$ cat src/rtl/mips_fetch_pkg.sv
// Shared types and constants for the MIPS instruction fetch stage.
package mips_fetch_pkg;

    typedef enum logic [1:0] {
        BOOT  = 2'd0,
        RUN   = 2'd1,
        HALT  = 2'd2,
        FAULT = 2'd3
    } fetch_state_t;

    localparam logic [31:0] TEXT_BASE_DEFAULT = 32'h0040_0000;
    localparam int unsigned INSTR_BYTES       = 4;

endpackage

$ cat src/rtl/fetch_target_check.sv
// Combinational legality check of a fetch address against the text segment.
module fetch_target_check (
    input  logic [31:0] i_target,
    input  logic [31:0] i_text_base,
    input  logic [31:0] i_text_words,
    output logic        o_aligned,
    output logic        o_in_range
);

    logic [33:0] w_limit;
    logic [33:0] w_target_ext;

    // 34-bit arithmetic so a segment ending at the top of the address space never wraps.
    assign w_limit      = {2'b00, i_text_base} + {i_text_words, 2'b00};
    assign w_target_ext = {2'b00, i_target};

    assign o_aligned  = (i_target[1:0] == 2'b00);
    assign o_in_range = (i_target >= i_text_base) && (w_target_ext < w_limit);

endmodule

$ cat src/rtl/instruction_fetch.sv
// IF stage: owns the PC, drives instruction memory and registers the IF/ID payload.
module instruction_fetch
    import mips_fetch_pkg::*;
#(
    parameter logic [31:0] TEXT_BASE  = TEXT_BASE_DEFAULT,
    parameter int unsigned TEXT_WORDS = 18
) (
    input  logic        clk,
    input  logic        rst_n,
    input  logic        stall,
    input  logic        redirect_valid,
    input  logic [31:0] redirect_target,
    input  logic        halt_req,
    output logic [31:0] read_address,
    input  logic [31:0] instruction,
    output logic        fetch_valid,
    output logic [31:0] fetch_instruction,
    output logic [31:0] fetch_pc,
    output logic [31:0] fetch_pc_plus4,
    output logic        halted,
    output logic        fault
);

    localparam logic [31:0] PC_STEP     = 32'(INSTR_BYTES);
    localparam logic [31:0] TEXT_WORDS_W = 32'(TEXT_WORDS);

    fetch_state_t r_state;
    logic [31:0]  r_pc;
    logic         r_fetch_valid;
    logic [31:0]  r_fetch_instruction;
    logic [31:0]  r_fetch_pc;
    logic [31:0]  r_fetch_pc_plus4;
    logic         r_halted;
    logic         r_fault;

    logic [31:0]  w_pc_plus4;
    logic         w_target_aligned;
    logic         w_target_in_range;
    logic         w_target_ok;
    logic         w_next_aligned;
    logic         w_next_in_range;

    assign w_pc_plus4  = r_pc + PC_STEP;
    assign w_target_ok = w_target_aligned && w_target_in_range;

    fetch_target_check u_redirect_check (
        .i_target     (redirect_target),
        .i_text_base  (TEXT_BASE),
        .i_text_words (TEXT_WORDS_W),
        .o_aligned    (w_target_aligned),
        .o_in_range   (w_target_in_range)
    );

    // Same check on the sequential successor detects running off the end of text.
    fetch_target_check u_next_check (
        .i_target     (w_pc_plus4),
        .i_text_base  (TEXT_BASE),
        .i_text_words (TEXT_WORDS_W),
        .o_aligned    (w_next_aligned),
        .o_in_range   (w_next_in_range)
    );

    // NOTE: all state uses non-blocking assignments and the asynchronous reset branch,
    // so every register (including the payload) returns to a known value immediately.
    always_ff @(posedge clk or negedge rst_n) begin
        if (!rst_n) begin
            r_state             <= BOOT;
            r_pc                <= TEXT_BASE;
            r_fetch_valid       <= 1'b0;
            r_fetch_instruction <= '0;
            r_fetch_pc          <= '0;
            r_fetch_pc_plus4    <= '0;
            r_halted            <= 1'b0;
            r_fault             <= 1'b0;
        end else begin
            case (r_state)
                BOOT: begin
                    r_fetch_valid <= 1'b0;
                    if (redirect_valid && !w_target_ok) begin
                        r_state <= FAULT;
                        r_fault <= 1'b1;
                    end else begin
                        r_state <= RUN;
                        if (redirect_valid) r_pc <= redirect_target;
                    end
                end

                RUN: begin
                    if (halt_req) begin
                        r_state       <= HALT;
                        r_halted      <= 1'b1;
                        r_fetch_valid <= 1'b0;
                    end else if (redirect_valid) begin
                        r_fetch_valid <= 1'b0;
                        if (w_target_ok) begin
                            r_pc <= redirect_target;
                        end else begin
                            r_state <= FAULT;
                            r_fault <= 1'b1;
                        end
                    end else if (!stall) begin
                        r_fetch_instruction <= instruction;
                        r_fetch_pc          <= r_pc;
                        r_fetch_pc_plus4    <= w_pc_plus4;
                        r_fetch_valid       <= 1'b1;
                        // The last word is still delivered; the PC parks on it.
                        if (w_next_aligned && w_next_in_range) begin
                            r_pc <= w_pc_plus4;
                        end else begin
                            r_state  <= HALT;
                            r_halted <= 1'b1;
                        end
                    end
                end

                HALT, FAULT: begin
                    r_fetch_valid <= 1'b0;
                end

                default: begin
                    r_state       <= FAULT;
                    r_fault       <= 1'b1;
                    r_fetch_valid <= 1'b0;
                end
            endcase
        end
    end

    assign read_address      = r_pc;
    assign fetch_valid       = r_fetch_valid;
    assign fetch_instruction = r_fetch_instruction;
    assign fetch_pc          = r_fetch_pc;
    assign fetch_pc_plus4    = r_fetch_pc_plus4;
    assign halted            = r_halted;
    assign fault             = r_fault;

endmodule

$ cat config.mk
export PLATFORM = sky130hd
export DESIGN_NAME = instruction_fetch
export DESIGN_NICKNAME = d
export VERILOG_FILES = /design/src/rtl/mips_fetch_pkg.sv /design/src/rtl/fetch_target_check.sv /design/src/rtl/instruction_fetch.sv
export SDC_FILE = /design/constraint.sdc
export NUM_CORES = 1
export LEC_CHECK = 0
export BUFFER_PORTS_ARGS = -buffer_cell sky130_fd_sc_hd__buf_2
export CAP_MARGIN = 20
export CORE_MARGIN = 10
export CORE_UTILIZATION = 52
export CTS_BUF_LIST = sky130_fd_sc_hd__clkbuf_4 sky130_fd_sc_hd__clkbuf_8
export DETAILED_ROUTE_END_ITERATION = 10
export MAX_ROUTING_LAYER = met4
export PLACE_DENSITY = 0.85
export REMOVE_ABC_BUFFERS = 1
export SLEW_MARGIN = 20
export SYNTH_ARGS = -nofsm -noshare
export SYNTH_HDL_FRONTEND = slang
export SYNTH_SLANG_ARGS = --single-unit
$ cat constraint.sdc
create_clock -name clk -period 3.9 [get_ports clk]
set_input_delay 0.195 -clock clk [delete_from_list [all_inputs] [get_ports clk]]
set_output_delay 0.195 -clock clk [all_outputs]
set_load 0.02 [all_outputs]
[Word level (Yosys, flattened, before mapping)]
Cells that the tools add are included.
Storage, ports and cells
  bits of input ports: 69
  register bits after elaboration: 133
  logic and storage cells: 78
Operators by class
  bitwise operators: 3
  magnitude comparators: 4
  muxes and demuxes: 28
  $add $sub $neg: 1
  reductions and logical operators: 16
  equal/unequal tests: 18
Operators by type and width (number)
  $mux 32: 7
  $ge 32x23->1 const B: 2
  $lt 32x23->1 const B: 2
  $pmux 32 s2: 1
  $add 32x3->32 const B: 1
  $ne 2x2->1 const B: 7
  $mux 2: 6
  $ne 4x4->1 const B: 3
  $reduce_and 4->1: 3
  $mux 1: 11
  $ne 3x3->1 const B: 3
  $reduce_and 7->1: 1
  $logic_not 2->1: 3
  $logic_and 1x1->1: 5
  $reduce_and 5->1: 1
  $eq 2x2->1 const B: 2
  $ne 2x1->1 const B: 2
  $pmux 1 s2: 2
  $pmux 2 s2: 1
  $not 1->1: 3
  $reduce_or 3->1: 1
  $eq 2x1->1 const B: 1
  $reduce_bool 2->1: 1
  $logic_not 1->1: 1

[Depth between registers and ports, before layout]
Gate-level depths: netlist of the first run.
  word-level depth: 9
  depth in mapped cells: 13
  mapped depth without buffers: 9

[Modules after synthesis]
From an unflattened synthesis of the first run, not the netlist that was laid out.
Second synthesis, totals
  cells, all modules: 1467
  area total of the unflattened synthesis: 12127.9 um^2
Modules (own cells, without submodules)
  instruction_fetch: instances 1, area each 6130.9 um^2, sequential area each 3279.4 um^2, cells an instance 677
  fetch_target_check (u_next_check): instances 1, area each 3015.4 um^2, sequential area each 0.0 um^2, cells an instance 402
  fetch_target_check (u_redirect_check): instances 1, area each 2981.6 um^2, sequential area each 0.0 um^2, cells an instance 388

[Worst setup path after synthesis of the first run]
Ideal clock, no wire load.
  path type: reg-to-reg
  start: register r_pc[2], in the netlist read_address[2]
  end: register r_pc[5], in the netlist read_address[5]
  stages on the path, launching flop included: 12
  path buffers: 3
  setup time: 120 ps
  required time: 3780 ps
  path slack: 555 ps
  data arrival time: 3225 ps
  cells stage by stage: dfrtp_1 ha_1 and4_1 buf_6 and3_1 buf_2 a2111oi_0 a21oi_1 o41a_1 buf_2 or4_1 a31o_1
On the way
  longest elaborated chain between the ends: 6
  elaborated cells between the ends (all ways): 12
Ends and longest elaborated chain
  from (decl): RTL line instruction_fetch.sv:28  | logic [31:0] r_pc;
  from (signal assigned): RTL line instruction_fetch.sv:84  | if (redirect_valid) r_pc <= redirect_target;
  from (signal assigned): RTL line instruction_fetch.sv:96  | r_pc <= redirect_target;
  from (signal assigned): RTL line instruction_fetch.sv:108  | r_pc <= w_pc_plus4;
  $add 32x3->32 (*): RTL line instruction_fetch.sv:43  | assign w_pc_plus4 = r_pc + PC_STEP;
  $ge 32x23->1 (tied with other cells): RTL line fetch_target_check.sv:18  | assign o_in_range = (i_target >= i_text_base) && (w_target_ext < w_limit);
  $logic_and 1x1->1 / $mux 32 (equally long branches): RTL line fetch_target_check.sv:18, instruction_fetch.sv:101
  $logic_and 1x1->1 / $mux 32 (equally long branches): RTL line instruction_fetch.sv:107, instruction_fetch.sv:93
  $ne 3x3->1 (no line) / $mux 32 (equally long branches)
  $reduce_and 7->1 (no line) / $pmux 32 s2 (equally long branches)
Mark *: on every way between the ends. The rest lies on a longest branch, timed or not. The select of a mux whose other input is x is not followed.
A chain may end at the register's enable or synchronous reset.

[Worst setup path after layout of the first run]
  start: register r_pc[3], in the netlist read_address[3]
  end: register r_pc[3], in the netlist read_address[3]
The elaborated chain is that of the path after synthesis.

==> out/results.txt, run 1 <==
The logs give 0.00605 sq mm for the post-synthesis instance area and 0 for the number of antenna diodes. The congestion estimate from routability-driven global placement came to 0.901. Internal power comes to 2.01 mW. For met1 alone, demand over resource in global routing was 25.0%. The global-route congestion overflow total was 0; the via-per-instance ratio was 5.40. The routed design has 16,200 um of wire.

Yosys printed 0 warnings. At the worst endpoint, the required time is 4220 ps. The library cell used most frequently in the layout, excluding fill and tap cells, is sky130_fd_sc_hd__buf_2. The tools report the maximum frequency from static timing analysis as 0.275 GHz.

Global routing used 5.33% of the available met3 tracks. Total count of hold-check failures in the final report: 0. TritonCTS built the clock tree. The power share of the sequential group was 53.4%. The number of cells on the worst reg-to-reg path is 8. The total via count after detailed routing is 4,867, and the largest fanout on the critical path is 28. Global routing used 20.4% of the available tracks across all layers. The worst-case IR drop observed on VDD is 0.000249 V. The minimum period implied by the final worst setup slack was 3640 ps; the area added between synthesis and finish was 28.5%. The worst-case clock buffer depth is 2, and the number of enable flip-flop cells after synthesis is 0.

The count of buffers from port buffering works out to 199. In this run the tightest slew margin relative to its limit is 41.1%. The largest net degree at the start of global routing was 100. The filler cells instantiated in the layout total 881.

For the switching power of the nets, the log shows 0.568 mW. Of all cell types, the one taking the most synthesized area is sky130_fd_sc_hd__dfrtp_1. The final number of setup-violating endpoints came out at 0. The initial core utilization is 53.0%, and the area share of the leading cell type in the synthesized netlist is 53.8%.

Measured on the finished design, the core utilization comes to 68.1%. The region available for standard cell placement spans 0.0114 sq mm. Including well taps, the total number of placed cells is 836. In this run the horizontal extent of the chip is 128 um. The number of violations reported at the end of detailed-routing iteration 0 was 334; the wire length of the first global-routing pass was 26,400 um. The logs give 0 for the DRC violation count after routing and 5.1% for the combinational share of power.

In the final layout, the share of cells above drive strength 1 is 41.1%. The fraction of power spent switching nets was 22.1%; the buffers inserted during post-CTS setup optimization was 0. The cell count after synthesis came out at 536. Detailed placement finished with a half-perimeter wire length of 11,700 um. After layout, the worst setup slack is 260 ps.

For the pin with the worst max-slew slack, the measured transition is 883 ps. The floorplan has 39 rows. The run gives 0 as the number of max-slew violations in the final report. STA classifies the critical path endpoint as a register. The number of clock buffers added by TritonCTS is 17. The total number of H-tree levels was 4. The flow ran to the end, and the final reports show no timing, DRC or antenna violations.

Excluding fillers, the count of instances in the completed layout stands at 902. The final net count was 817; the average wire per cell in the routed design was 18.0 um. In this run the most used layer during global routing was met2. The analysis attributes to cell leakage a power of 4.13 nW. Among all flip-flop cells after synthesis, the most frequent one is sky130_fd_sc_hd__dfrtp_1. The tree is rooted in a sky130_fd_sc_hd__clkbuf_8. Counting flops and latches in the post-synthesis netlist gives 131. The worst hold path class was input port to register.

The run gives 54.2% as the sequential element share of the synthesized area. In the layout the commonest cells are sky130_fd_sc_hd__buf_2 (198), sky130_fd_sc_hd__dfrtp_1 (130), sky130_fd_sc_hd__mux2_2 (66), sky130_fd_sc_hd__nand2_1 (47), sky130_fd_sc_hd__o21ai_0 (35). The clock arrives with 8.31 ps of skew. The critical path arrival was 3960 ps.

Sorting the synthesized cells by area gives the leading types as sky130_fd_sc_hd__dfrtp_1 (54%), sky130_fd_sc_hd__mux2_2 (12%), sky130_fd_sc_hd__and2_1 (3.1%). Setup repair after global routing left no endpoint under its margin. Of the total power, the clock network draws 41.5%. After synthesis, the mean cell area works out to 11.3 sq um. For met2 alone, demand over resource in global routing was 32.2%. For the number of global-route vias before repair, the log shows 5,078.

The die extent in y was 128 um. The tools report the launching element type of the critical path as a register. For the clock insertion delay at the later pin of the skew report, the log shows 430 ps. The run gives 58 as the number of distinct library cells after synthesis. The critical path is of the register to register type. The clock transition at the registers of the reported paths came out at 70 ps. The proportion of synthesized flip-flops having asynchronous set or reset was 100%. The number of antenna violations at the first check in global routing was 0; the finished layout cell area was 0.00777 sq mm. The total of max-cap violations is 0, and the die area is 0.0163 sq mm. The setup slack at placement came out at 170 ps.

Total iterations of the first detailed-routing run: 5. Total power divided by cell area: 331 mW/mm^2. The tree built by TritonCTS fans out to 131 sinks.

The count of nets left with antenna violations once routing finished came out at 0. Summing all placed instances gives a cell area of 0.00705 sq mm. The final critical path takes up 93.3% of the cycle. Counting instances, the worst hold path has a depth of 3. The run gives 200 as the count of boundary I/O pins.
-- cell type report --
class | count | area (sq um) | share of cell area [%]
multi-input combinational | 353 | 2540 | 32.7
clock inverter | 9 | 80.1 | 1.03
tap | 143 | 179 | 2.30
clock buffer | 23 | 298 | 3.83
sequential | 131 | 3280 | 42.2
timing repair buffer | 238 | 1380 | 17.8
inverter | 5 | 18.8 | 0.241
-- cell families (layout without fill, tap and decap cells) --
family                   count (synthesis)  after routing  share of synthesized area [%]
buffers and inverters                   52            275                           3.97
XOR/XNOR                                32             32                           4.63
AND/OR/NAND/NOR                        173            173                           15.7
adder cells (fa/ha/maj)                  2              2                          0.414
AO/OA/AOI/OAI                           76             76                           8.13
flip-flops                             131            131                           54.2
multiplexers                            70             70                           13.0
-- metal layers --
metal  vias to the layer above  share of wire, %
li1                       2315                 -
met1                      2328                43
met2                       197                49
met3                        27               6.0
met4                         0               1.8
met5                         -                 0
-- per-stage QoR --
stage	hold WS, ps	power, mW	TNS (ps)
3_5_place_dp	358	1.51	0
3_3_place_gp	338	1.50	0
6_report	68.5	2.57	0
2_1_floorplan	-101	1.43	-659
4_1_cts	3.60	2.60	0
5_1_grt	66.6	2.69	0
-- synth_stat cells (4+ instances only) --
master,instances
sky130_fd_sc_hd__a21oi_1,5
sky130_fd_sc_hd__a31oi_1,5
sky130_fd_sc_hd__and2_1,30
sky130_fd_sc_hd__and3_1,7
sky130_fd_sc_hd__and4_1,6
sky130_fd_sc_hd__buf_2,12
sky130_fd_sc_hd__buf_4,4
sky130_fd_sc_hd__clkbuf_1,27
sky130_fd_sc_hd__dfrtp_1,130
sky130_fd_sc_hd__inv_1,5
sky130_fd_sc_hd__mux2_2,66
sky130_fd_sc_hd__nand2_1,48
sky130_fd_sc_hd__nand3_1,16
sky130_fd_sc_hd__nand4_1,9
sky130_fd_sc_hd__nor2_1,16
sky130_fd_sc_hd__nor3_1,7
sky130_fd_sc_hd__nor4_1,12
sky130_fd_sc_hd__o21ai_0,35
sky130_fd_sc_hd__o31a_1,6
sky130_fd_sc_hd__or4_1,4
sky130_fd_sc_hd__xnor2_1,17
sky130_fd_sc_hd__xor2_1,15
-- state kept, by name (all words and copies together) (netlist names) --
register / count
fetch_valid: 1
r_state: 2
read_address: 32
halted: 1
fetch_pc: 32
fault: 1
fetch_instruction: 32
fetch_pc_plus4: 30
-- worst max-delay path, cell delays in order, from the launching register on --
cell and delay [ps]:
sky130_fd_sc_hd__dfrtp_1 500, sky130_fd_sc_hd__ha_1 350, sky130_fd_sc_hd__and4_1 250, sky130_fd_sc_hd__and3_1 360, sky130_fd_sc_hd__nand3_1 190, sky130_fd_sc_hd__o31a_1 320, sky130_fd_sc_hd__o41a_1 590, sky130_fd_sc_hd__o31a_2 590
sky130_fd_sc_hd__mux2_1 370
-- power by group through the flow --
stage / sequential, mW / combinational [mW] / clock, mW
after floorplan: 1.41 / 0.0160 / 0
after global placement: 1.40 / 0.103 / 0
after detailed placement: 1.40 / 0.107 / 0
after CTS: 1.37 / 0.133 / 1.09
after global routing: 1.38 / 0.147 / 1.17
final: 1.38 / 0.131 / 1.07
-- timing repair --
action                                  in CTS  in global routing
endpoints found under the setup margin       0                  4
gates resized for setup                      0                  1
endpoints found under the hold margin      129                  1
hold buffers                                33                  1
-- worst paths after layout --
check	slack [ps]	from	endpoint
worst min register to register	470	fetch_pc_plus4[19]	fetch_pc_plus4[19]
min in group asynchronous	460	rst_n	fetch_instruction[15]
worst max register to register	260	read_address[3]	read_address[3]
worst max-delay path	260	read_address[3]	read_address[3]
max in group asynchronous	2490	rst_n	read_address[8]
worst min-delay path	70	stall	fetch_valid
Power figures use the tool's default switching activity.
==> run 2: changes to the inputs <==
Settings changed: CORE_MARGIN 10 to default, CORE_UTILIZATION 52 to 60, PLACE_DENSITY 0.85 to 0.87, SYNTH_HIERARCHICAL from default to 1, TNS_END_PERCENT from default to 50.
==> run 2 against run 1 <==
The flow now finishes with violations (negative setup slack); first-iteration DRC count increased to 3.6 times the previous value; cell count grew to 2.5 times the previous value; register-to-register slack got worse by 1000 ps; combinational power increased to 12 times the previous value; non-clock buffer count increased by 144; cell area grew 110%; die area grew 27%; worst hold slack worse by 56 ps; critical path depth increased by 13; worst setup slack got worse by 1000 ps; largest power group is now combinational logic.
==> out/results.txt, run 2 <==
On the final layout, the worst hold slack is 12.9 ps. The sequential element share of the synthesized area is 27.0%. The die area was 0.0208 sq mm. The final reports fail on negative setup slack. The area of the core region is 0.0197 sq mm, and the final net count is 2,269. For this configuration, the core starts out at a cell density of 61.7%.

Among all flip-flop cells after synthesis, the most frequent one is sky130_fd_sc_hd__dfrtp_1. The largest net degree at the start of global routing was 107. The die extent in y was 144 um. The flop-to-flop setup slack was -780 ps.

By startpoint and endpoint, the worst setup path is classified as register to register. The minimum period implied by the final worst setup slack works out to 4680 ps. The tools report the kind of capture point of the worst setup path as a register. The most frequent standard cell in the layout excluding fill and tap cells was sky130_fd_sc_hd__nand2_1.

Library cell used as clock root buffer: sky130_fd_sc_hd__clkbuf_8. Power spread over the standard cell area amounts to 255 mW/mm^2. Dividing the final minimum period by the clock period gives 120%.

Setup repair after global routing could not meet its margin everywhere. From left edge to right edge, the die measures 144 um. Leaving out fill and tap cells, the most frequent cells in the layout are sky130_fd_sc_hd__nand2_1 (281), sky130_fd_sc_hd__buf_2 (198), sky130_fd_sc_hd__conb_1 (196), sky130_fd_sc_hd__ha_1 (184), sky130_fd_sc_hd__buf_4 (134).

After clock tree synthesis, the clock-pin slew on the worst setup and hold paths is 100 ps. In this run, CTS created clock tree buffers numbering 17. The run gives 5080 ps as the critical path arrival. The finished cells cover 0.0164 sq mm. After global routing the overflow that remains totals 0.

Setup slack after layout: -782 ps. The run gives 0.214 GHz as the maximum frequency from static timing analysis. Synthesis produced 1,467 cells. The tightest min-delay check is of the input port to register type. After detailed routing, the number of remaining DRC violations is 0. The number of rows created at floorplan is 51.

For the filler cell count, the log shows 1,084. The wire-length estimate of the detail-placed layout is 28,100 um. Measured against its own limit, the worst slew margin works out to 33.0%. In the global route stage, overall resource usage came out at 38.2%. The number of different library cells used by synthesis comes to 83.

The number of max-slew violations in the final report is 0. The wire length after detailed routing is 42,400 um, and the post-synthesis instance area is 0.0121 sq mm. For the worst-skew pair, the clock arrives at the later sink with an insertion delay of 490 ps. STA puts the critical path data required time at 4290 ps. After the first detailed-routing iteration, the DRC count stood at 1,210. Once detail routing completed, the nets flagged for antenna violations numbered 0.

The total of max-cap violations was 0. The cell type with the highest aggregate area in the netlist is sky130_fd_sc_hd__dfrtp_1. By area the synthesized netlist is led by sky130_fd_sc_hd__dfrtp_1 (27%), sky130_fd_sc_hd__ha_1 (19%), sky130_fd_sc_hd__nand2_1 (8.8%). For the pin with the worst max-slew slack, the measured transition is 1010 ps. Registers take 0.00328 sq mm. The count of buffers from port buffering is 199, and the leakage power of the design is 9.01 nW. Number of antenna violations at the first check in global routing: 1.

In this run the cell area measured after placement is 0.0150 sq mm. Setup violations remaining at the end of the flow were counted as 33. Across all layers, the routed design uses 13,651 vias. The total number of H-tree levels was 4.

The total iterations of the first detailed-routing run was 7; the worst-case clock buffer depth was 2. After synthesis, the most frequently instantiated cells are sky130_fd_sc_hd__nand2_1 (283), sky130_fd_sc_hd__ha_1 (185), sky130_fd_sc_hd__dfrtp_1 (130), sky130_fd_sc_hd__a21oi_1 (98), sky130_fd_sc_hd__inv_1 (97). The clock drives 131 sinks. The first global-routing pass estimated 60,200 um of wire.

After synthesis the netlist holds a flip-flop and latch count of 131. In the final layout, the multi-input gates occupy 0.00943 sq mm. Yosys mapped a number of flops with a built-in enable equal to 0. TritonCTS built the clock tree. Cells fill 83.3% of the core in the end. The number of global-route vias before repair is 12,852, and the total count of hold-check failures in the final report is 0.

For this run, asynchronously set or reset flops after synthesis account for 100%. At the end of routability-driven placement, the weighted congestion stood at 0.946. The worst setup path is launched from a register. The average instance in the mapped netlist occupies 8.27 sq um.

Of all nets on the critical path, the largest fanout is 6. The synthesized design devotes to its leading area cell type 26.8% of total area. The area added between synthesis and finish is 35.0%, and the worst clock skew is 18.3 ps. In the routed layout, each cell is associated on average with a via count of 5.96. Share of post-route cells with drive strength above 1: 23.9%.

The average wire per cell in the routed design works out to 18.5 um. In the post-synthesis netlist, the cell with the most instances is sky130_fd_sc_hd__nand2_1. The run gives 0.000229 V as the peak supply drop.

Overall power consumption after layout is estimated at 4.17 mW. The run finished, with violations left. The count of boundary I/O pins is 200, and the number of synthesis warnings is 6.
-- run 2: changes by cell type after synthesis, sizes merged, moves of 51 or more --
cell	previous run	this run
nand2	48	284
ha	2	185
a21oi	5	101
inv	5	97
nor2	16	72
a21o	2	53
-- run 2: kinds of logic after synthesis --
group,share of synthesized area (%)
xor gates and xnor gates,6.07
muxes,1.75
AOI/OAI and AO/OA,19.7
buffers and inverters,4.80
other,0.0619
and+or+nand+nor,21.1
DFF,27.0
adders and majority gates,19.4
-- run 2: final cells by class --
type                       instances  share of cell area, %
multi-input combinational       1384                   57.6
clock inverter                    15                   1.12
sequential                       131                   20.0
inverter                          97                   2.22
antenna                            1                 0.0153
clock buffer                      17                   1.43
timing repair buffer             382                   15.6
tap                              265                   2.03
-- run 2: path summary, 6_finish.rpt --
check                                         start                    end  cells after the start
worst max-delay path               read_address[14]                 halted                     21
worst min-delay path            redirect_target[30]       read_address[30]                      3
worst max register to register     read_address[14]                 halted                     21
worst min register to register          fetch_pc[9]            fetch_pc[9]                      2
max in group asynchronous                     rst_n           fetch_pc[29]                      3
min in group asynchronous                     rst_n  fetch_instruction[17]                      2
-- run 2: worst max-delay path, stage by stage (launching register included) --
cell and delay [ps]:
sky130_fd_sc_hd__dfrtp_1 450, sky130_fd_sc_hd__buf_4 170, sky130_fd_sc_hd__nand4_1 320, sky130_fd_sc_hd__nor2_1 240, sky130_fd_sc_hd__buf_4 190, sky130_fd_sc_hd__nand4_1 170
sky130_fd_sc_hd__xnor2_2 220, sky130_fd_sc_hd__ha_1 380, sky130_fd_sc_hd__nand4_1 250, sky130_fd_sc_hd__nor4_2 400, sky130_fd_sc_hd__a221oi_1 130, sky130_fd_sc_hd__o31ai_1 100
sky130_fd_sc_hd__o21a_1 160, sky130_fd_sc_hd__o21ai_2 70, sky130_fd_sc_hd__o31a_1 280, sky130_fd_sc_hd__and2_4 180, sky130_fd_sc_hd__buf_6 130, sky130_fd_sc_hd__buf_6 110
sky130_fd_sc_hd__nor3_4 180, sky130_fd_sc_hd__o21ai_2 110, sky130_fd_sc_hd__buf_4 160, sky130_fd_sc_hd__o21bai_1 200
-- run 2: what timing repair did --
item                                    in CTS  in global routing
hold buffers                                36                  0
gates cloned                                 1                  1
pin swaps                                   13                 36
hold endpoints to repair                   139                  0
gates resized for setup                     53                 50
endpoints found under the setup margin      33                 33
setup buffers                                6                 14
-- run 2: report_power, final --
part / total [mW] / internal, mW / leakage, nW / switching [mW]
Sequential: 1.42 / 1.39 / 1.79 / 0.0274
Combinational: 1.51 / 0.649 / 7.01 / 0.864
Clock: 1.24 / 0.547 / 0.212 / 0.691
Total: 4.17 / 2.59 / 9.01 / 1.58
-- run 2: per-layer routing --
layer  wire (um)  track usage [%]  vias up
li1            -                -     6140
met1       16200             41.7     6385
met2       19900             65.7      825
met3        3740             7.75      301
met4        2580             20.2        0
met5           0                -        -
-- run 2: through the flow --
stage / setup slack [ps] / instances / setup TNS, ps
CTS: -136 / 2281 / -1910
finish: -782 / 2292 / -19920
global route: -886 / 2292 / -21320
global placement: -217 / 2206 / -3890
floorplan: -1630 / 1612 / -48700
detailed placement: -433 / 2206 / -9200
